--- src/rtl/paralelo_serial.sv ---
`default_nettype none
// ============================================================================
//  Module      : paralelo_serial
//  Description : Per-lane parallel-to-serial converter, MSB first, with a
//                COM sync phase after reset and IDLE fill for invalid bytes.
//  Revision    : 1.0 - initial release
// ============================================================================

module paralelo_serial #(
    parameter int         SYNC_COM = 4,
    parameter logic [7:0] COM_SYM  = 8'hBC,
    parameter logic [7:0] IDLE_SYM = 8'h7C
) (
    input  logic       clk_8f,
    input  logic       reset,
    input  logic [7:0] data_in,
    input  logic       valid_in,
    output logic       load,
    output logic       active,
    output logic       data_out
);

    localparam int                 c_CNT_W    = (SYNC_COM > 1) ? $clog2(SYNC_COM) : 1;
    localparam logic [c_CNT_W-1:0] c_COM_LAST = c_CNT_W'(SYNC_COM - 1);

    typedef enum logic [0:0] {
        ST_SYNC   = 1'b0,
        ST_ACTIVE = 1'b1
    } state_t;

    state_t             r_state;
    state_t             w_state_nxt;
    logic [c_CNT_W-1:0] r_com_cnt;
    logic [c_CNT_W-1:0] w_com_cnt_nxt;
    logic [2:0]         r_bit_cnt;
    logic [7:0]         r_shreg;
    logic [7:0]         w_sym;

    assign load     = (r_bit_cnt == 3'd7);
    assign active   = (r_state == ST_ACTIVE);
    assign data_out = r_shreg[7];

    always_ff @(posedge clk_8f or negedge reset) begin
        if (!reset) begin
            r_state   <= ST_SYNC;
            r_com_cnt <= '0;
        end else begin
            r_state   <= w_state_nxt;
            r_com_cnt <= w_com_cnt_nxt;
        end
    end

    // State and symbol selection only matter on load edges.
    always_comb begin
        w_state_nxt   = r_state;
        w_com_cnt_nxt = r_com_cnt;
        w_sym         = COM_SYM;
        if (load) begin
            case (r_state)
                ST_SYNC: begin
                    w_sym = COM_SYM;
                    if (r_com_cnt == c_COM_LAST) begin
                        w_state_nxt = ST_ACTIVE;
                    end else begin
                        w_com_cnt_nxt = r_com_cnt + 1'b1;
                    end
                end
                ST_ACTIVE: begin
                    w_sym = valid_in ? data_in : IDLE_SYM;
                end
                default: begin
                    w_state_nxt = ST_SYNC;
                end
            endcase
        end
    end

    always_ff @(posedge clk_8f or negedge reset) begin
        if (!reset) begin
            r_bit_cnt <= 3'd7;
            r_shreg   <= 8'h00;
        end else begin
            r_bit_cnt <= r_bit_cnt + 3'd1;
            if (load) begin
                r_shreg <= w_sym;
            end else begin
                r_shreg <= {r_shreg[6:0], 1'b0};
            end
        end
    end

endmodule

`default_nettype wire

--- config.mk ---
export PLATFORM = sky130hd
export DESIGN_NAME = paralelo_serial
export DESIGN_NICKNAME = d
export VERILOG_FILES = /design/src/rtl/paralelo_serial.sv
export SDC_FILE = /design/constraint.sdc
export NUM_CORES = 1
export LEC_CHECK = 0
export ABC_AREA = 1
export BUFFER_PORTS_ARGS = -buffer_cell sky130_fd_sc_hd__buf_2
export CAP_MARGIN = 20
export CORE_MARGIN = 2
export CORE_UTILIZATION = 35
export CTS_CLUSTER_DIAMETER = 60
export CTS_CLUSTER_SIZE = 20
export DETAILED_ROUTE_END_ITERATION = 16
export PLACE_DENSITY = 0.56
export SLEW_MARGIN = 5
export SYNTH_ARGS = -nofsm -noshare
export SYNTH_HDL_FRONTEND = slang
export SYNTH_SLANG_ARGS = --single-unit
--- constraint.sdc ---
create_clock -name clk_8f -period 1.4 [get_ports clk_8f]
set_input_delay 0.14 -clock clk_8f [delete_from_list [all_inputs] [get_ports clk_8f]]
set_output_delay 0.14 -clock clk_8f [all_outputs]
set_load 0.02 [all_outputs]
==> flow_metrics.tcl <==
set metrics [dict create \
    synth_top_flop_cell "dfrtp_1" \
    p_leak_nw 0.379 \
    async_flop_share_pct 100 \
    synth_warnings 0 \
    die_w_microns 44.7 \
    antenna_cells 0 \
    drt-pass1-iter-count 4 \
    fin_worst_skew_ps 7.40 \
    clk_pin_slew_worst_paths_ps 70 \
    via_per_inst 4.64 \
    track_usage_pct 12.0 \
    post-synth-top-count-cell "nor2_1" \
    clock_sinks 14 \
    core_area_sq_um 1520 \
    ant_nets 0 \
    syn_to_final_growth_pct 30.5 \
    hold_class "in -> reg" \
    fp-row-count 14 \
    htreeDepth 1 \
    yosysTopAreaCell "dfrtp_1" \
    clk_latency_ps 270 \
    synth_common_cells "nor2_1, dfrtp_1, nand2_1" \
    die_y_microns 44.7 \
    drc_errors 0 \
    max_cap_violations 0 \
    tightest_slew_ps 295 \
    cts_root_buf "clkbuf_4" \
    num-fill-cells 141 \
    cts_buffers 3 \
    syn_avg_cell_area_sq_um 9.82 \
    vias 441 \
    dieArea_sq_um 2000 \
    ios 14 \
    antenna_found_initial 0 \
    run_status "completed" \
    synthesis.nets 74 \
    initial_utilization_pct 38.0 \
    finalSetupViolations 0 \
    min_period_ps 1350 \
    power.total_mw 0.735 \
    synth-seq-area-share_pct 61.1 \
    arrival_ps 1210 \
    start_kind "flip-flop" \
    synth_cell_types 12 \
    ys_ff_latch 14 \
    grt_max_degree 15 \
    hold_violations 0 \
    cts_tree "done" \
    grt_pass1_vias 387 \
    netlist_top_cells_area "dfrtp_1, dfstp_2, nor2_1" \
    post-route-period-util_pct 96.7 \
    gp_congestion 0.718 \
    drive_gt1_share_pct 36.7 \
    hpwl_microns 680 \
    overflow 0 \
    avgRoutedWirePerCell_microns 10.2 \
    totalWireLength_microns 972 \
    drtIter0Drc 12 \
    yosysTopAreaCellShare_pct 47.5 \
    netlist_area_sq_um 579 \
    fmax_ghz 0.739 \
    relSlewSlack_pct 80.3 \
    path_max_fanout 2 \
    whs_ps 87.3 \
    ctsLongestPathBuffers 2 \
    synth_enable_flop_cells 0 \
    dp_cells 89 \
    worstSetupPathType "reg -> out" \
    slew_violations 0 \
    grt_pass1_wl_mm 1.68 \
    end_kind "output pin" \
    fin_nets 95 \
    ir_drop_mv 0.660 \
    critical_path_required_ps 1260 \
    place.port_buffers 13 \
    powerDensity_nw_per_um2 973 \
    rsz0062_at_grt "yes" \
    fin_util_pct 49.6 \
    final_cell_count_no_fill 95 \
    syn_inst 59 \
    setup_tns_ps 0 \
]
cells by family after synthesis:
| logic type | count (synthesis) | share of synthesized area, % |
|---|---|---|
| DFF | 14 | 61.1 |
| and+or+nand+nor | 29 | 19.9 |
| adders and majority gates | 4 | 8.64 |
| buffers and inverters | 6 | 5.18 |
| AOI/OAI and AO/OA | 6 | 5.18 |
registers in the layout, summed over array words and instances, names as in the netlist:
name	count
active	1
r_com_cnt	2
r_bit_cnt	3
r_shreg	8
cells in the final DEF (no fill, tap or decap):
cell type	instances
nor2_2	1
buf_6	1
nor2_1	14
o21ai_0	1
buf_4	3
inv_1	3
ha_4	2
nand2_1	11
clkbuf_4	3
clkbuf_8	1
dfrtp_1	11
ha_1	1
dlygate4sd3_1	1
dfstp_2	3
nand3_1	3
ha_2	1
buf_2	12
a21oi_1	5
inv_2	2
power breakdown:
| part | switching [mW] | total (mW) | leakage, nW | internal [mW] |
|---|---|---|---|---|
| registers | 0.00226 | 0.417 | 0.149 | 0.414 |
| logic | 0.0220 | 0.0394 | 0.209 | 0.0174 |
| clock network | 0.122 | 0.279 | 0.0210 | 0.158 |
timing repair:
item	CTS	global route
hold endpoints to repair	11	0
gates resized for setup	7	1
hold buffers	1	0
setup endpoints to repair	1	4
buffers inserted	0	1
pin swaps	0	1
layer usage:
| metal | global-route usage (%) | vias up | share of wire (%) |
|---|---|---|---|
| li1 | - | 223 | - |
| met1 | 15.8 | 203 | 47 |
| met2 | 18.0 | 13 | 46 |
| met3 | 6.12 | 2 | 6.7 |
| met4 | 1.82 | 0 | 0.93 |
| met5 | 0 | - | 0 |
layout make-up:
cell class | count | area, sq um | share of cell area [%]
inverters | 5 | 18.8 | 2.48
well taps | 16 | 20.0 | 2.65
multi-input cells | 39 | 223 | 29.5
clock buffers | 4 | 36.3 | 4.80
flip-flops and latches | 14 | 354 | 46.9
repair buffers | 17 | 104 | 13.7
path summary, 6_finish.rpt:
| path | from | depth (start not counted) | end | slack [ps] |
|---|---|---|---|---|
| hold / removal | data_in[0] | 3 | r_shreg[0] | 90 |
| hold reg to reg | r_shreg[5] | 2 | r_shreg[6] | 460 |
| setup / recovery | r_bit_cnt[1] | 3 | load | 50 |
| max in group asynchronous | reset | 2 | r_bit_cnt[0] | 840 |
| setup reg to reg | r_bit_cnt[1] | 5 | r_shreg[3] | 80 |
| min in group asynchronous | reset | 2 | r_shreg[7] | 270 |
through the flow:
step / setup slack (ps) / area (sq um)
floorplan: 145 / 579
global placement: 59.4 / 668
detailed placement: 31.6 / 668
CTS: 38.6 / 748
global route: -1.96 / 756
finish: 46.2 / 756
worst max-delay path: stages, from the launching register on:
cell and delay (ps):
dfstp_2 560, ha_4 150, ha_4 130, buf_6 110
Power figures use the tool's default switching activity.
